### config.mk
export PLATFORM = sky130hd
export DESIGN_NAME = ddr3_lif_arb_flat
export DESIGN_NICKNAME = d
export VERILOG_FILES = /design/src/rtl/ddr3_lif_arb_if.sv /design/src/rtl/ddr3_lif_arb.sv /design/src/flat_wrapper.sv
export SDC_FILE = /design/constraint.sdc
export NUM_CORES = 1
export LEC_CHECK = 0
export ABC_AREA = 0
export BUFFER_PORTS_ARGS = -buffer_cell sky130_fd_sc_hd__buf_2
export CORE_AREA = 2 2 179 181
export DETAILED_ROUTE_END_ITERATION = 8
export DIE_AREA = 0 0 181 183
export GPL_TIMING_DRIVEN = 0
export PLACE_DENSITY = 0.47
export SLEW_MARGIN = 20
export SYNTH_ARGS = -nofsm -noshare
export SYNTH_HDL_FRONTEND = slang
export SYNTH_SLANG_ARGS = --single-unit
### constraint.sdc
create_clock -name clk -period 3.25 [get_ports clk]
set_clock_uncertainty 0.15 [all_clocks]
set_input_delay 0 -clock clk [delete_from_list [all_inputs] [get_ports clk]]
set_output_delay 0 -clock clk [all_outputs]
set_load 0.005 [all_outputs]
### src/rtl/ddr3_lif_arb_if.sv
// Local-interface bundle between the two requesters, the arbiter and the
// DDR3 x16 controller user port. The arbiter uses the slave view; the
// requester/controller environment uses the master view.
interface ddr3_lif_arb_if;
  // requester 0 (PCIe TLP engine)
  logic        req0_valid;
  logic [3:0]  req0_cmd;
  logic [25:0] req0_addr;
  logic [4:0]  req0_burst;
  logic        req0_ready;
  logic [63:0] req0_wdata;
  logic [7:0]  req0_wmask;
  logic        req0_wrdy;
  logic        req0_rvalid;
  // requester 1 (GPIO / test pattern engine)
  logic        req1_valid;
  logic [3:0]  req1_cmd;
  logic [25:0] req1_addr;
  logic [4:0]  req1_burst;
  logic        req1_ready;
  logic [63:0] req1_wdata;
  logic [7:0]  req1_wmask;
  logic        req1_wrdy;
  logic        req1_rvalid;
  // shared status
  logic [63:0] rdata;
  logic        busy;
  logic        err;
  // controller local port
  logic        init_start;
  logic        init_done;
  logic [3:0]  cmd;
  logic        cmd_valid;
  logic [25:0] addr;
  logic [4:0]  burst_cnt;
  logic        cmd_rdy;
  logic [63:0] write_data;
  logic [7:0]  data_mask;
  logic        datain_rdy;
  logic [63:0] read_data;
  logic        read_data_valid;

  modport slave (
    input  req0_valid, req0_cmd, req0_addr, req0_burst, req0_wdata, req0_wmask,
    input  req1_valid, req1_cmd, req1_addr, req1_burst, req1_wdata, req1_wmask,
    output req0_ready, req0_wrdy, req0_rvalid,
    output req1_ready, req1_wrdy, req1_rvalid,
    output rdata, busy, err,
    output init_start, cmd, cmd_valid, addr, burst_cnt, write_data, data_mask,
    input  init_done, cmd_rdy, datain_rdy, read_data, read_data_valid
  );

  modport master (
    output req0_valid, req0_cmd, req0_addr, req0_burst, req0_wdata, req0_wmask,
    output req1_valid, req1_cmd, req1_addr, req1_burst, req1_wdata, req1_wmask,
    input  req0_ready, req0_wrdy, req0_rvalid,
    input  req1_ready, req1_wrdy, req1_rvalid,
    input  rdata, busy, err,
    input  init_start, cmd, cmd_valid, addr, burst_cnt, write_data, data_mask,
    output init_done, cmd_rdy, datain_rdy, read_data, read_data_valid
  );
endinterface

### src/rtl/ddr3_lif_arb.sv
// Two-requester round-robin arbiter / sequencer for the DDR3 x16 controller
// local interface. Runs the init handshake after reset, issues one command at
// a time and steers write/read data beats to the requester that owns it.
// Optional data-phase watchdog: define DDR3_LIF_ARB_TIMEOUT_EN.
module ddr3_lif_arb #(
  parameter int INIT_DELAY = 16,
  parameter int TIMEOUT    = 4096
) (
  input logic           clk,
  input logic           rst,
  ddr3_lif_arb_if.slave bus
);
  localparam int DW = (INIT_DELAY > 1) ? $clog2(INIT_DELAY + 1) : 1;

  typedef enum logic [2:0] {
    RST_WAIT, INIT, IDLE, CMD, WDATA, RDATA
  } state_t;

  state_t      r_state;
  logic [DW-1:0] r_dly;
  logic        r_init_start;
  logic        r_prio;      // requester that wins a tie
  logic        r_owner;     // requester owning the current command
  logic        r_cmd_valid;
  logic        r_busy;
  logic        r_err;
  logic [3:0]  r_cmd;
  logic [25:0] r_addr;
  logic [4:0]  r_burst;
  logic [5:0]  r_beats;     // holds up to 32
  logic [63:0] r_rdata;
  logic [1:0]  r_ready;
  logic [1:0]  r_rvalid;

  logic w_any, w_gnt1, w_is_wr, w_is_rd, w_in_wd, w_active, w_to_hit;

  assign w_any    = bus.req0_valid | bus.req1_valid;
  // requester 1 wins if it is alone or holds the priority pointer
  assign w_gnt1   = bus.req1_valid & (~bus.req0_valid | r_prio);
  assign w_is_wr  = (r_cmd == 4'b0010) || (r_cmd == 4'b0100);
  assign w_is_rd  = (r_cmd == 4'b0001) || (r_cmd == 4'b0011);
  assign w_in_wd  = (r_state == WDATA);
  assign w_active = (r_state == CMD) || (r_state == WDATA) || (r_state == RDATA);

`ifdef DDR3_LIF_ARB_TIMEOUT_EN
  localparam int TW = $clog2(TIMEOUT + 1);
  logic [TW-1:0] r_to;
  logic          w_hs;

  assign w_hs = ((r_state == CMD)   && bus.cmd_rdy) ||
                ((r_state == WDATA) && bus.datain_rdy) ||
                ((r_state == RDATA) && bus.read_data_valid);
  assign w_to_hit = w_active && !w_hs && (r_to == TW'(TIMEOUT - 1));

  // Watchdog: counts stalled cycles in the command/data phases, restarts on any handshake.
  always_ff @(posedge clk or posedge rst) begin
    if (rst)                           r_to <= '0;
    else if (w_active && !w_hs && !w_to_hit) r_to <= r_to + 1'b1;
    else                               r_to <= '0;
  end
`else
  logic w_unused_timeout;
  assign w_unused_timeout = (TIMEOUT != 0) & w_active;
  assign w_to_hit = 1'b0;
`endif

  // Main sequencer: init handshake, grant, command issue and beat counting.
  always_ff @(posedge clk or posedge rst) begin
    if (rst) begin
      r_state      <= RST_WAIT;
      r_dly        <= '0;
      r_init_start <= 1'b0;
      r_prio       <= 1'b0;
      r_owner      <= 1'b0;
      r_cmd_valid  <= 1'b0;
      r_busy       <= 1'b0;
      r_err        <= 1'b0;
      r_cmd        <= '0;
      r_addr       <= '0;
      r_burst      <= '0;
      r_beats      <= '0;
      r_rdata      <= '0;
      r_ready      <= '0;
      r_rvalid     <= '0;
    end else begin
      r_ready  <= 2'b00;
      r_rvalid <= 2'b00;
      r_err    <= 1'b0;
      r_busy   <= 1'b1;
      case (r_state)
        RST_WAIT: begin
          if (r_dly == DW'(INIT_DELAY - 1)) begin
            r_dly        <= '0;
            r_init_start <= 1'b1;
            r_state      <= INIT;
          end else begin
            r_dly <= r_dly + 1'b1;
          end
        end
        INIT: begin
          if (bus.init_done) begin
            r_init_start <= 1'b0;
            r_state      <= IDLE;
            r_busy       <= 1'b0;
          end
        end
        IDLE: begin
          if (w_any) begin
            r_owner     <= w_gnt1;
            r_cmd       <= w_gnt1 ? bus.req1_cmd   : bus.req0_cmd;
            r_addr      <= w_gnt1 ? bus.req1_addr  : bus.req0_addr;
            r_burst     <= w_gnt1 ? bus.req1_burst : bus.req0_burst;
            r_cmd_valid <= 1'b1;
            r_state     <= CMD;
          end else begin
            r_busy <= 1'b0;
          end
        end
        CMD: begin
          if (r_cmd_valid && bus.cmd_rdy) begin
            r_cmd_valid      <= 1'b0;
            r_ready[r_owner] <= 1'b1;
            r_prio           <= ~r_owner;
            r_beats          <= (r_burst == 5'd0) ? 6'd32 : {1'b0, r_burst};
            if (w_is_wr)      r_state <= WDATA;
            else if (w_is_rd) r_state <= RDATA;
            else begin
              r_state <= IDLE;
              r_busy  <= 1'b0;
            end
          end
        end
        WDATA: begin
          if (bus.datain_rdy) begin
            r_beats <= r_beats - 1'b1;
            if (r_beats == 6'd1) begin
              r_state <= IDLE;
              r_busy  <= 1'b0;
            end
          end
        end
        RDATA: begin
          if (bus.read_data_valid) begin
            r_rdata           <= bus.read_data;
            r_rvalid[r_owner] <= 1'b1;
            r_beats           <= r_beats - 1'b1;
            if (r_beats == 6'd1) begin
              r_state <= IDLE;
              r_busy  <= 1'b0;
            end
          end
        end
        default: r_state <= RST_WAIT;
      endcase
      // stalled phase gives up; pointer still moves on so the other side gets a turn
      if (w_to_hit) begin
        r_cmd_valid <= 1'b0;
        r_err       <= 1'b1;
        r_prio      <= ~r_owner;
        r_state     <= IDLE;
        r_busy      <= 1'b0;
      end
    end
  end

  assign bus.init_start  = r_init_start;
  assign bus.cmd         = r_cmd;
  assign bus.cmd_valid   = r_cmd_valid;
  assign bus.addr        = r_addr;
  assign bus.burst_cnt   = r_burst;
  assign bus.busy        = r_busy;
  assign bus.err         = r_err;
  assign bus.rdata       = r_rdata;
  assign bus.req0_ready  = r_ready[0];
  assign bus.req1_ready  = r_ready[1];
  assign bus.req0_rvalid = r_rvalid[0];
  assign bus.req1_rvalid = r_rvalid[1];

  // write path is only live during the write data phase so idle/reset drive zeros
  assign bus.write_data  = w_in_wd ? (r_owner ? bus.req1_wdata : bus.req0_wdata) : 64'd0;
  assign bus.data_mask   = w_in_wd ? (r_owner ? bus.req1_wmask : bus.req0_wmask) : 8'd0;
  assign bus.req0_wrdy   = w_in_wd & ~r_owner & bus.datain_rdy;
  assign bus.req1_wrdy   = w_in_wd &  r_owner & bus.datain_rdy;
endmodule
### src/flat_wrapper.sv
// flat-port wrapper written by rule: the top's interface ports become plain ports
module ddr3_lif_arb_flat 
#(
  parameter int INIT_DELAY = 16,
  parameter int TIMEOUT    = 4096
)
  (clk, rst, bus_req0_valid, bus_req0_cmd, bus_req0_addr, bus_req0_burst, bus_req0_wdata, bus_req0_wmask, bus_req1_valid, bus_req1_cmd, bus_req1_addr, bus_req1_burst, bus_req1_wdata, bus_req1_wmask, bus_req0_ready, bus_req0_wrdy, bus_req0_rvalid, bus_req1_ready, bus_req1_wrdy, bus_req1_rvalid, bus_rdata, bus_busy, bus_err, bus_init_start, bus_cmd, bus_cmd_valid, bus_addr, bus_burst_cnt, bus_write_data, bus_data_mask, bus_init_done, bus_cmd_rdy, bus_datain_rdy, bus_read_data, bus_read_data_valid);
  ddr3_lif_arb_if bus_i ();
  input logic clk;
  input logic rst;
  input wire logic [$bits(bus_i.req0_valid)-1:0] bus_req0_valid;
  input wire logic [$bits(bus_i.req0_cmd)-1:0] bus_req0_cmd;
  input wire logic [$bits(bus_i.req0_addr)-1:0] bus_req0_addr;
  input wire logic [$bits(bus_i.req0_burst)-1:0] bus_req0_burst;
  input wire logic [$bits(bus_i.req0_wdata)-1:0] bus_req0_wdata;
  input wire logic [$bits(bus_i.req0_wmask)-1:0] bus_req0_wmask;
  input wire logic [$bits(bus_i.req1_valid)-1:0] bus_req1_valid;
  input wire logic [$bits(bus_i.req1_cmd)-1:0] bus_req1_cmd;
  input wire logic [$bits(bus_i.req1_addr)-1:0] bus_req1_addr;
  input wire logic [$bits(bus_i.req1_burst)-1:0] bus_req1_burst;
  input wire logic [$bits(bus_i.req1_wdata)-1:0] bus_req1_wdata;
  input wire logic [$bits(bus_i.req1_wmask)-1:0] bus_req1_wmask;
  output wire logic [$bits(bus_i.req0_ready)-1:0] bus_req0_ready;
  output wire logic [$bits(bus_i.req0_wrdy)-1:0] bus_req0_wrdy;
  output wire logic [$bits(bus_i.req0_rvalid)-1:0] bus_req0_rvalid;
  output wire logic [$bits(bus_i.req1_ready)-1:0] bus_req1_ready;
  output wire logic [$bits(bus_i.req1_wrdy)-1:0] bus_req1_wrdy;
  output wire logic [$bits(bus_i.req1_rvalid)-1:0] bus_req1_rvalid;
  output wire logic [$bits(bus_i.rdata)-1:0] bus_rdata;
  output wire logic [$bits(bus_i.busy)-1:0] bus_busy;
  output wire logic [$bits(bus_i.err)-1:0] bus_err;
  output wire logic [$bits(bus_i.init_start)-1:0] bus_init_start;
  output wire logic [$bits(bus_i.cmd)-1:0] bus_cmd;
  output wire logic [$bits(bus_i.cmd_valid)-1:0] bus_cmd_valid;
  output wire logic [$bits(bus_i.addr)-1:0] bus_addr;
  output wire logic [$bits(bus_i.burst_cnt)-1:0] bus_burst_cnt;
  output wire logic [$bits(bus_i.write_data)-1:0] bus_write_data;
  output wire logic [$bits(bus_i.data_mask)-1:0] bus_data_mask;
  input wire logic [$bits(bus_i.init_done)-1:0] bus_init_done;
  input wire logic [$bits(bus_i.cmd_rdy)-1:0] bus_cmd_rdy;
  input wire logic [$bits(bus_i.datain_rdy)-1:0] bus_datain_rdy;
  input wire logic [$bits(bus_i.read_data)-1:0] bus_read_data;
  input wire logic [$bits(bus_i.read_data_valid)-1:0] bus_read_data_valid;
  assign bus_i.req0_valid = bus_req0_valid;
  assign bus_i.req0_cmd = bus_req0_cmd;
  assign bus_i.req0_addr = bus_req0_addr;
  assign bus_i.req0_burst = bus_req0_burst;
  assign bus_i.req0_wdata = bus_req0_wdata;
  assign bus_i.req0_wmask = bus_req0_wmask;
  assign bus_i.req1_valid = bus_req1_valid;
  assign bus_i.req1_cmd = bus_req1_cmd;
  assign bus_i.req1_addr = bus_req1_addr;
  assign bus_i.req1_burst = bus_req1_burst;
  assign bus_i.req1_wdata = bus_req1_wdata;
  assign bus_i.req1_wmask = bus_req1_wmask;
  assign bus_req0_ready = bus_i.req0_ready;
  assign bus_req0_wrdy = bus_i.req0_wrdy;
  assign bus_req0_rvalid = bus_i.req0_rvalid;
  assign bus_req1_ready = bus_i.req1_ready;
  assign bus_req1_wrdy = bus_i.req1_wrdy;
  assign bus_req1_rvalid = bus_i.req1_rvalid;
  assign bus_rdata = bus_i.rdata;
  assign bus_busy = bus_i.busy;
  assign bus_err = bus_i.err;
  assign bus_init_start = bus_i.init_start;
  assign bus_cmd = bus_i.cmd;
  assign bus_cmd_valid = bus_i.cmd_valid;
  assign bus_addr = bus_i.addr;
  assign bus_burst_cnt = bus_i.burst_cnt;
  assign bus_write_data = bus_i.write_data;
  assign bus_data_mask = bus_i.data_mask;
  assign bus_i.init_done = bus_init_done;
  assign bus_i.cmd_rdy = bus_cmd_rdy;
  assign bus_i.datain_rdy = bus_datain_rdy;
  assign bus_i.read_data = bus_read_data;
  assign bus_i.read_data_valid = bus_read_data_valid;
  ddr3_lif_arb #(.INIT_DELAY(INIT_DELAY), .TIMEOUT(TIMEOUT)) u_core (.clk(clk), .rst(rst), .bus(bus_i));
endmodule
# Word level (Yosys, flattened, before mapping)
# Index checks and enable logic that the tools add are counted.
word_totals:
  reg_bits: 122
  in_bits: 286
  out_inout_bits: 181
  word_cells: 104
op_classes:
  add_sub_neg: 2
  magnitude_cmp: 2
  n_eq_ne: 17
  muxes: 44
  bitwise: 9
  n_reduce_logical: 16
op_table:
  columns: ["operator", "n"]
  rows:
  - ["$mux 64", 2]
  - ["$mux 3", 9]
  - ["$mux 26", 1]
  - ["$mux 6", 4]
  - ["$pmux 3 s6", 1]
  - ["$pmux 6 s3", 1]
  - ["$mux 8", 2]
  - ["$mux 1", 13]
  - ["$mux 5", 2]
  - ["$eq 4x2->1 const B", 2]
  - ["$mux 2", 4]
  - ["$ne 2x2->1 const B", 4]
  - ["$eq 3x2->1 const B", 2]
  - ["$eq 3x3->1 const B", 2]
  - ["$eq 6x1->1 const B", 1]
  - ["$reduce_and 2->1", 3]
  - ["$reduce_and 3->1", 2]
  - ["$reduce_and 6->1", 1]
  - ["$sub 6x1->6 const B", 1]
  - ["$add 5x1->5 const B", 1]
  - ["$and 1x1->1", 5]
  - ["$eq 5x4->1 const B", 1]
  - ["$logic_not 5->1", 1]
  - ["$pmux 1 s5", 1]
  - ["17 further kinds", 24]

# Longest topological paths before layout
# Gate-level depths: netlist of run 1.
logic_depth:
  word_depth: 6
  mapped_depth: 7
  ltp_nobuf: 5

# Worst setup path before layout of run 1
# Ideal clock, no wire load.
synth_timing:
  kind: "register -> register"
  from: "reg u_core.r_state[1]"
  to: "reg u_core.r_rdata[10] (netlist: u_core.bus.rdata[10])"
  setup_ns: 0.125
  arrival_ns: 1.313
  required_ns: 2.975
  slack_ns: 1.662
  path_stages_with_launch: 7
  path_buffers: 3
  period_less_slack_ns: 1.588
  cell_sequence: "dfrtp_1 -> buf_6 -> nor2b_4 -> nand3_2 -> buf_6 -> buf_6 -> mux2_4"
synth_via:
  elab_chain_len: 2
synth_rtl:
  columns: ["element", "line_no", "rtl"]
  rows:
  - ["start: declaration", "ddr3_lif_arb.sv:19", "state_t r_state;"]
  - ["start signal: assignment", "ddr3_lif_arb.sv:70", "r_state <= RST_WAIT;"]
  - ["start signal: assignment", "ddr3_lif_arb.sv:95", "r_state <= INIT;"]
  - ["start signal: assignment", "ddr3_lif_arb.sv:103", "r_state <= IDLE;"]
  - ["$eq 3x3->1", null, null]
  - ["$reduce_and 2->1 (no source line)", null, null]
  - ["end signal: assignment", "ddr3_lif_arb.sv:144", "r_rdata <= bus.read_data;"]
  - ["end: declaration", "ddr3_lif_arb.sv:31", "logic [63:0] r_rdata;"]
# Every way passes these cells.
# A chain may end at the register's enable or synchronous reset.

# Final worst setup path of run 1
layout_timing:
  from: "reg u_core.r_state[0]"
  to: "out bus_write_data[29]"
layout_via:
  elab_chain_len: 2
layout_rtl:
  columns: ["element", "line_no", "rtl"]
  rows:
  - ["$eq 3x3->1", "ddr3_lif_arb.sv:42", "assign w_in_wd = (r_state == WDATA);"]
  - ["$mux 64", "ddr3_lif_arb.sv:180", "assign bus.write_data = w_in_wd ? (r_owner ? bus.req1_wdata : bus.req0_wdata) : 64'd0;"]
  - ["end: declaration", "flat_wrapper.sv:37", "output wire logic [$bits(bus_i.write_data)-1:0] bus_write_data;"]
# Every way passes these cells.

==> run metrics, run 1 <==
Slew @ Worst Pin=just under 0.8 ns; Core Area=between 30,000 and 40,000 sq um; Warnings, synthesis=0; starting density of the core=approximately a fifth; worst ir drop on vdd=about 0.29 mV; Post-synth EDFFs=0; hold_ws=-0.00734 ns; first-pass GRT wire length=40,800 um; # fillers=approximately 3,200; Area Overhead vs Synth=79.1%; Total Routing Usage GR=between 10% and 20%; CTS Buf Count=17; cell with the most instances after synthesis=dfrtp_1; Post-Route WL=about 28,000 um; critical path peak fanout=10; drt via density=4.31; Synthesized Nets=slightly above 800; Pwr Density=between 600 and 700 nW/um^2; normalized max-slew margin=47.1%; WL met2=14,100 um; die width=around 180 um; Rows=65; crit path kind=reg2out; Multi-input gate area=2850 sq um; DR pass1 iterations=4; register cell area after layout=3050 sq um; total number of vias=roughly 6,800; Synth area leaders=dfrtp_1 48%, a22o_1 10%, mux2_4 9.1%; CTS Root Cell=clkbuf_16; Final Cell Area=approximately 11,000 sq um; Max Slew Vio Count=0; Gate Count Post-Synth=about 530; RSZ-0062 raised after global routing=no; vias in the first global route=7,053; Leak=approximately 6 nW; # clock sinks=122; routed length on met1=around 11,000 um; worst r2r path cells=6; H-tree Lvls=4; GR Overflow Total=0; Post-synth ARST share=between 90% and 100%; Yosys reg bits=approximately 120; failing checks=hold timing; Synth Flop Type=dfrtp_1; Post-Syn Area=6300 sq um; top-area cell type share of the netlist area=48.4%; clock slew at reported path FFs=0.06 ns; share of cells above drive strength 1=between 50% and 60%; CTS tree=yes; Die Y=roughly 180 um; r2r setup slk=about 0.94 ns; synth unique cells=between 40 and 50; Starting DRT DRC Count=250; reported max-cap violation count=0; Worst R2R Start=u_core.r_prio; final setup TNS=0 ns; CP Data Required Time=~3.1 ns; Final setup viols=0; R2R Path End=u_core.bus.addr[1]; status=finished, violations left; fin crit share=between 70% and 80%; routability congestion estimate=about 0.85; Avg WL per Cell=17.6 um; Fin. Hold Viols=9; port bufs=about 470; largest area contributor in the netlist=dfrtp_1; Clock Latency Late Sink=0.41 ns; Final min period=approximately 2.4 ns; HPWL after detailed placement=21,700 um; die area=33,100 sq um; # IOs=467; met3 WL post-DR=1850 um; syn_area_per_cell=~12 sq um; Pwr Total=between 0.006 and 0.007 W; Post-DRT Antenna Nets=0; initial antenna violation count=4; Post-DP Area=roughly 9200 sq um; DR top layer=met5; CP startpoint kind=register; largest net degree at the start of global routing=32; Critical Path AT=roughly 2.3 ns; post-synthesis sequential area ratio=roughly half; # DRC=0; fmax=between 0.4 and 0.5 GHz; synth cell count leaders=122 x dfrtp_1, 72 x a22o_1, 51 x nor2_1; CP endpoint kind=output pin; post_cts resized=0; clock buffer depth=2; Worst Hold Class=in2async; final net count=roughly 1,400
[through the flow]
stage | hold WS (ns) | std cells | setup WS [ns] | utilization (%)
after floorplan | -0.0397 | 528 | 1.60 | -
after detailed placement | -0.105 | 1399 | 1.21 | 29.5
after CTS | 0.0107 | 1571 | 0.739 | 36.1
final | -0.00734 | 1573 | 0.809 | 36.1
after global placement | 0.0817 | 1395 | 0.533 | 29.3
after global routing | 0.0127 | 1572 | 0.711 | 36.1
[per-layer routing]
| layer | GRT usage (%) | vias to the layer above |
|---|---|---|
| met2 | 28.9 | 290 |
| li1 | - | 3202 |
| met5 | 0 | - |
| met3 | 4.33 | 35 |
| met4 | 5.89 | 4 |
| met1 | 18.4 | 3241 |
[registers in the layout, summed over array words and instances, names as in the netlist]
signal,flops
u_core.bus.addr,26
u_core.bus.burst_cnt,5
u_core.bus.busy,1
u_core.bus.cmd,4
u_core.bus.cmd_valid,1
u_core.bus.init_start,1
u_core.bus.rdata,64
u_core.r_beats,6
u_core.r_dly,5
u_core.r_owner,1
u_core.r_prio,1
u_core.r_ready,2
u_core.r_rvalid,2
u_core.r_state,3
[worst max-delay path by stage]
stage          cells past startpoint                   to         startpoint
6_report                           6   bus_write_data[29]  u_core.r_state[0]
4_1_cts                            5   bus_write_data[30]     u_core.r_owner
3_3_place_gp                       2  u_core.bus.addr[10]                rst
5_1_grt                            6    bus_write_data[2]  u_core.r_state[1]
3_5_place_dp                       5   bus_write_data[30]     u_core.r_owner
2_1_floorplan                      1   u_core.bus.addr[0]                rst
[what timing repair did]
| action | CTS | global route |
|---|---|---|
| hold buffers | 140 | 0 |
| buffers inserted | 0 | 0 |
| hold endpoints to repair | 201 | 0 |
[placed cells by master, fill, tap and decap left out, drive strengths merged, types with 3 or more instances in the layout]
cell         netlist  layout
buf               40     509
dlygate4sd3        0     140
dfrtp            122     122
a22o              72      72
mux2              65      65
nor2              51      51
a21oi             47      47
mux2i             35      35
clkbuf             2      21
nand2             18      18
o21ai             17      17
nor3               9       9
inv                8       9
bufinv             0       5
clkinv             0       4
or3                3       3
clkinvlp           0       3
ha                 3       3
nand3              3       3
[final cells by class]
type                       count  area share (%)
clock buffer                  19            4.01
inverter                       8           0.299
clock inverter                13            1.90
sequential                   122            27.0
tap                          402            4.46
buffer                        42            3.30
timing repair buffer         609            33.7
antenna                        2          0.0443
multi-input combinational    356            25.2
[kinds of logic (layout without fill, tap and decap cells)]
kind of cell    count (synthesis)  after routing  share of synthesized area, %
compound gates                152            152                          17.2
flops                         122            122                          48.4
mux                           100            100                          19.4
simple gates                   99             99                          7.74
buf+inv                        50            691                          6.39
fa+ha+maj                       3              3                         0.596
other cells                     1              3                        0.0595
xor+xnor                        1              1                         0.139
[worst max-delay path, stage by stage, from the launching register on]
cell and delay, ns:
dfrtp_1 0.37, buf_6 0.14, buf_6 0.14, nor3_4 0.67, buf_6 0.26, a22o_1 0.18
buf_2 0.12
[where the power goes]
part,switching [W],total [W],internal (W)
registers,0.000352,0.00238,0.00202
clock network,0.000766,0.00218,0.00141
logic,0.00111,0.00235,0.00124
total,0.00223,0.00690,0.00468
Note: power is estimated with default switching activity, not from simulation.
==> run 2: changes to the inputs <==
--- a/config.mk
+++ b/config.mk
@@ -5,13 +5,13 @@
 export SDC_FILE = /design/constraint.sdc
 export NUM_CORES = 1
 export LEC_CHECK = 0
-export ABC_AREA = 0
+export ABC_AREA = 1
 export BUFFER_PORTS_ARGS = -buffer_cell sky130_fd_sc_hd__buf_2
-export CORE_AREA = 2 2 179 181
+export CORE_AREA = 2 2 182 184
 export DETAILED_ROUTE_END_ITERATION = 8
-export DIE_AREA = 0 0 181 183
+export DIE_AREA = 0 0 184 186
 export GPL_TIMING_DRIVEN = 0
-export PLACE_DENSITY = 0.47
+export PLACE_DENSITY = 0.45
 export SLEW_MARGIN = 20
 export SYNTH_ARGS = -nofsm -noshare
 export SYNTH_HDL_FRONTEND = slang
==> constraint.sdc (replaced) <==
create_clock -name clk -period 2.39 [get_ports clk]
set_clock_uncertainty 0.15 [all_clocks]
set_input_delay 0 -clock clk [delete_from_list [all_inputs] [get_ports clk]]
set_output_delay 0 -clock clk [all_outputs]
set_load 0.005 [all_outputs]
==> run metrics, run 2 <==
H-tree Lvls=4 (unchanged); Warnings, synthesis=0 (unchanged); # DRC=0 (unchanged); Worst Hold Class=in2reg; CTS Root Cell=clkbuf_16; fmax=0.440 GHz; crit path kind=reg2out; CP startpoint kind=register; reported max-cap violation count=0 (unchanged); Die Y=186 um (+1.6%); Synth Flop Type=dfrtp_1; synth cell count leaders=162 x nand3_1, 146 x nand2_1, 122 x dfrtp_1; routability congestion estimate=0.866 (+1.4%); max FFs per register=64 (unchanged); Clock Latency Late Sink=0.41 ns (about the same); Gate Count Post-Synth=759 (+44%); final net count=1,681 (+16%); HPWL after detailed placement=24,900 um (+15%); Total Routing Usage GR=18.4% (+2.3 points); first-pass GRT wire length=47,500 um (+16%); die width=184 um (+1.7%); # clock sinks=122 (unchanged); Pwr Total=0.0117 W (+70%); Avg WL per Cell=17.8 um (+0.87%); CP Data Required Time=2.24 ns (-0.86 ns); Post-Syn Area=6640 sq um (+5.4%); Starting DRT DRC Count=218 (-13%); Post-synth EDFFs=0 (unchanged); # IOs=467 (unchanged); largest area contributor in the netlist=dfrtp_1; worst ir drop on vdd=0.441 mV (+53%); die area=34,200 sq um (+3.3%); initial antenna violation count=5 (+1); share of cells above drive strength 1=44.4% (-8.2 points); GR Overflow Total=0 (unchanged); synth unique cells=30 (-36%); cell with the most instances after synthesis=nand3_1; Finished Layout Cells=1,816 (+15%); clock buffer depth=2 (unchanged); CTS Buf Count=17 (unchanged); most frequent cells in the layout=476 x buf_2, 162 x nand3_1, 143 x dlygate4sd3_1, 142 x nand2_1, 121 x dfrtp_1; Leak=6.56 nW (+6.2%); DR pass1 iterations=4 (unchanged); Pwr Density=1010 nW/um^2 (+65%); total number of vias=7,840 (+16%); top-area cell type share of the netlist area=46.0% (-2.5 points); Fin. Hold Viols=0 (-9); Area Overhead vs Synth=75.7%; Final setup viols=0 (unchanged); # fillers=3,385 (+6.4%); CP endpoint kind=output pin; Final min period=~2.3 ns; clock slew at reported path FFs=0.05 ns (about the same); port bufs=465 (unchanged); Post-synth ARST share=100% (unchanged); vias in the first global route=8,217 (+17%); critical path peak fanout=10 (unchanged); normalized max-slew margin=60.1% (+13 points); drt via density=4.32 (+0.28%); Post-Route WL=32,300 um (+16%); largest net degree at the start of global routing=31 (-3.1%); placed cell count=1,636 (+17%); fin crit share=95.1%; Core Area=32,200 sq um (+3.1%); starting density of the core=20.6% (+0.44 points); Synthesized Nets=1,048 (+28%); hold_ws=0.0833 ns (+0.0906 ns); Max Slew Vio Count=0 (unchanged); commonest non-fill, non-tap cell in the layout=buf_2; syn_area_per_cell=8.75 sq um (-27%); status=finished clean; Slew @ Worst Pin=0.598 ns (-0.193 ns); Rows=66 (+1.5%); Post-DRT Antenna Nets=0 (unchanged); RSZ-0062 raised after global routing=no; Synth area leaders=dfrtp_1 46%, nand3_1 12%, mux2_4 8.6%; Yosys reg bits=122 (unchanged); Critical Path AT=2.12 ns (-0.17 ns); post-synthesis sequential area ratio=46.0% (-2.5 points); CTS tree=yes
## run 2: cell types whose count changed in the layout (fill, tap and decap cells not counted), sizes merged, moves of 3 or more
cell and change:
a22o -72, nor3 -8, dlygate4sd3 +3, inv +23, nor2 +17, nand2 +130, mux2i -35, o22ai +7
a21oi -42, buf -5, o21ai +64, or3 -3, nand3 +160, clkbuf +23
## run 2: kinds of logic (layout without fill, tap and decap cells)
kind of cell               count (synthesis)  in the layout  synth area share [%]
DFF                                      122            122                  46.0
and+or+nand+nor                          384            384                  25.6
buffers and inverters                     89            735                  7.08
AOI/OAI and AO/OA                         95             95                  7.63
other                                      1              4                0.0565
muxes                                     64             64                  13.0
adders and majority gates                  3              3                 0.565
xor gates and xnor gates                   1              1                 0.132
## run 2: path summary, 6_finish.rpt
| path | start | end | slack, ns | depth (start not counted) |
|---|---|---|---|---|
| min in group asynchronous | rst | u_core.bus.rdata[45] | 0.60 | 4 |
| worst max register to register | u_core.r_state[0] | u_core.bus.addr[23] | 0.14 | 9 |
| worst min-delay path | bus_cmd_rdy | u_core.r_state[2] | 0.08 | 7 |
| worst min register to register | u_core.bus.addr[4] | u_core.bus.addr[4] | 0.34 | 2 |
| worst max-delay path | u_core.r_state[1] | bus_write_data[21] | 0.12 | 10 |
| max in group asynchronous | rst | u_core.r_state[1] | 0.76 | 6 |
## run 2: what timing repair did
action / CTS / global route
buffers inserted: 0 / 3
hold buffers: 143 / 0
setup endpoints to repair: 51 / 29
endpoints found under the hold margin: 170 / 0
gates resized for setup: 7 / 12
pin swaps: 0 / 1
## run 2: layout make-up
type	instances	area, sq um	area share [%]
diodes	3	7.51	0.0644
repair buffers	615	3860	33.1
inverters	33	130	1.12
clock inverters	11	145	1.24
flip-flops and latches	122	3050	26.2
plain buffers	55	369	3.16
multi-input cells	548	3130	26.8
clock buffers	21	460	3.95
well taps	408	510	4.38
## run 2: metrics by stage
step / setup TNS [ns] / area, sq um / util [%] / setup WS (ns)
6_report: 0 / 11700 / 36.2 / 0.116
5_1_grt: 0 / 11700 / 36.2 / 0.00201
4_1_cts: 0 / 11600 / 36.1 / 0.0232
3_5_place_dp: 0 / 9560 / 29.7 / 0.0892
3_3_place_gp: -36.82 / 9480 / 29.4 / -0.316
2_1_floorplan: 0 / 6650 / - / 0.743
## run 2: where the power goes
part           internal (W)  switching [W]  leakage, nW
Clock               0.00169       0.000978        0.289
Sequential          0.00304       0.000564         1.58
Combinational       0.00254        0.00293         4.69
## run 2: metal layers
layer	global-route usage, %	routed length, um	up-vias
met3	4.85	2190	37
met4	7.36	839	2
li1	-	-	3829
met5	0	13	-
met1	20.5	12900	3658
met2	33.3	16400	314
## run 2: worst max-delay path: stages, from the launching register on
cell and delay, ns:
dfrtp_2 0.45, inv_4 0.11, nand2_4 0.07, buf_6 0.15
nor2_4 0.10, buf_8 0.15, buf_12 0.16, buf_6 0.15
nand3_1 0.09, nand2_2 0.15, buf_2 0.13
==> run 3: changes to the inputs <==
--- a/config.mk
+++ b/config.mk
@@ -7,11 +7,13 @@
 export LEC_CHECK = 0
 export ABC_AREA = 1
 export BUFFER_PORTS_ARGS = -buffer_cell sky130_fd_sc_hd__buf_2
+export CELL_PAD_IN_SITES_DETAIL_PLACEMENT = 1
+export CELL_PAD_IN_SITES_GLOBAL_PLACEMENT = 2
 export CORE_AREA = 2 2 182 184
 export DETAILED_ROUTE_END_ITERATION = 8
 export DIE_AREA = 0 0 184 186
 export GPL_TIMING_DRIVEN = 0
-export PLACE_DENSITY = 0.45
+export PLACE_DENSITY = 0.77
 export SLEW_MARGIN = 20
 export SYNTH_ARGS = -nofsm -noshare
 export SYNTH_HDL_FRONTEND = slang
==> run metrics, run 3 (synthesis gave the netlist of run 2 again) <==
Core Area=32,200 sq um (unchanged); Worst R2R Start=u_core.r_prio; critical path peak fanout=10 (unchanged); Fin. Hold Viols=0 (unchanged); # DRC=0 (unchanged); reported max-cap violation count=0 (unchanged); routability congestion estimate=0.860 (-0.70%); total number of vias=8,119 (+3.6%); status=finished clean; Clock Latency Late Sink=0.43 ns (+0.02 ns); CTS Buf Count=17 (unchanged); GR Overflow Total=0 (unchanged); worst r2r path cells=7 (-2); crit path to=bus_write_data[14]; CP max-delay cell=dfrtp_2; die area=34,200 sq um (unchanged); Critical Path AT=2.12 ns (about the same); fin crit share=94.9% (-0.23 points); HPWL after detailed placement=26,400 um (+6.0%); starting density of the core=20.6% (unchanged); CP Data Required Time=2.24 ns (about the same); register cell area after layout=3050 sq um (unchanged); pre-CTS setup slack=-0.000168 ns (-0.0894 ns); Post-Route WL=36,000 um (+11%); Area Overhead vs Synth=75.4%; Die Y=186 um (unchanged); # fillers=3,914 (+16%); CTS Root Cell=clkbuf_16; crit path kind=reg2out; slowest stage delay, CP=0.44 ns (about the same); Post-DRT Antenna Nets=0 (unchanged); most frequent cells in the layout=478 x buf_2, 161 x nand3_1, 145 x nand2_1, 145 x dlygate4sd3_1, 121 x dfrtp_1; first-pass GRT wire length=53,400 um (+12%); clock buffer depth=2 (unchanged); CP startpoint kind=register; port bufs=465 (unchanged); drt via density=4.47 (+3.5%); CP dominant cell by count=buf_6; Worst Setup SP=u_core.r_state[1]; post-layout worst setup margin=0.122 ns (+0.00549 ns); # IOs=467 (unchanged); initial antenna violation count=2 (-3); Pwr Density=1020 nW/um^2 (+1.1%); worst ir drop on vdd=0.601 mV (+36%); H-tree Lvls=4 (unchanged); R2R Path End=u_core.bus.addr[24]; Total Routing Usage GR=20.8% (+2.4 points); crit-path cells=inv_2, nand2_4, buf_6, nor2_4, buf_8, buf_12, buf_6, nand3_1, nand2_1, buf_2; CP endpoint kind=output pin; CTS tree=yes; Finished Core Util=36.2% (-0.062 points); Rows=66 (unchanged); Pwr Total=0.0118 W (+0.93%); hold_ws=0.00279 ns (-0.0805 ns); clock slew at reported path FFs=0.06 ns (about the same); Final min period=2.27 ns (-0.00549 ns); DR pass1 iterations=4 (unchanged); final net count=1,684 (+0.18%); Avg WL per Cell=19.8 um (+11%); r2r setup slk=0.16 ns (+0.02 ns); die width=184 um (unchanged); vias in the first global route=8,971 (+9.2%); Starting DRT DRC Count=235 (+7.8%); Slew @ Worst Pin=0.591 ns (-0.00712 ns); Max Slew Vio Count=0 (unchanged); final setup TNS=0 ns (unchanged); normalized max-slew margin=60.6% (+0.47 points); commonest non-fill, non-tap cell in the layout=buf_2; fmax=0.441 GHz (+0.24%); # clock sinks=122 (unchanged); max FFs per register=64 (unchanged); share of cells above drive strength 1=44.5% (+0.047 points); largest net degree at the start of global routing=33 (+6.5%); Worst Hold Class=in2async; Final setup viols=0 (unchanged); Leak=6.57 nW (+0.11%); Multi-input gate area=3130 sq um (about the same)
run 3: power by group:
part | total, W | internal, W | switching, W
Clock | 0.00256 | 0.00145 | 0.00111
Sequential | 0.00365 | 0.00304 | 0.000614
Combinational | 0.00564 | 0.00256 | 0.00308
run 3: layout make-up:
cell class	count	share of cell area, %
diodes	1	0.0215
well taps	408	4.38
multi-input cells	548	26.8
inverters	33	1.10
plain buffers	55	3.15
flip-flops and latches	122	26.2
clock inverters	14	1.19
clock buffers	18	3.68
repair buffers	618	33.4
run 3: worst min path at each step:
| stage | startpoint | end | slack [ns] | cells past startpoint |
|---|---|---|---|---|
| 2_1_floorplan | bus_req0_wdata[13] | bus_write_data[13] | -0.04 | 2 |
| 3_3_place_gp | bus_read_data[21] | u_core.bus.rdata[21] | 0.08 | 2 |
| 4_1_cts | rst | u_core.bus.rdata[29] | 0.003 | 3 |
| 5_1_grt | rst | u_core.bus.rdata[26] | 0.06 | 3 |
| 6_report | rst | u_core.bus.rdata[26] | 0.003 | 3 |
| 3_5_place_dp | rst | u_core.bus.rdata[33] | -0.08 | 2 |
run 3: per-stage QoR:
| step | area [sq um] | std cells |
|---|---|---|
| 2_1_floorplan | 6650 | 759 |
| 3_3_place_gp | 9480 | 1632 |
| 3_5_place_dp | 9560 | 1636 |
| 4_1_cts | 11600 | 1814 |
| 5_1_grt | 11600 | 1816 |
| 6_report | 11600 | 1817 |
run 3: metal layers:
metal	GRT usage, %	wire (um)	up-vias
met4	9.86	1540	4
met3	7.00	2920	67
met2	37.7	18300	347
li1	-	-	3833
met5	0	27	-
met1	21.7	13200	3868
run 3: critical path, delay by kind of cell (launching register included):
| family | cells | cell delay, ns |
|---|---|---|
| buffers and inverters | 6 | 0.84 |
| flip-flops | 1 | 0.44 |
| AND/OR/NAND/NOR | 4 | 0.40 |
run 3: what timing repair did:
item | 4_1_cts | 5_1_grt
setup buffers | 1 | 3
pin swaps | 0 | 1
hold buffers | 145 | 0
gates resized for setup | 6 | 14
setup endpoints to repair | 51 | 44
endpoints found under the hold margin | 147 | 0
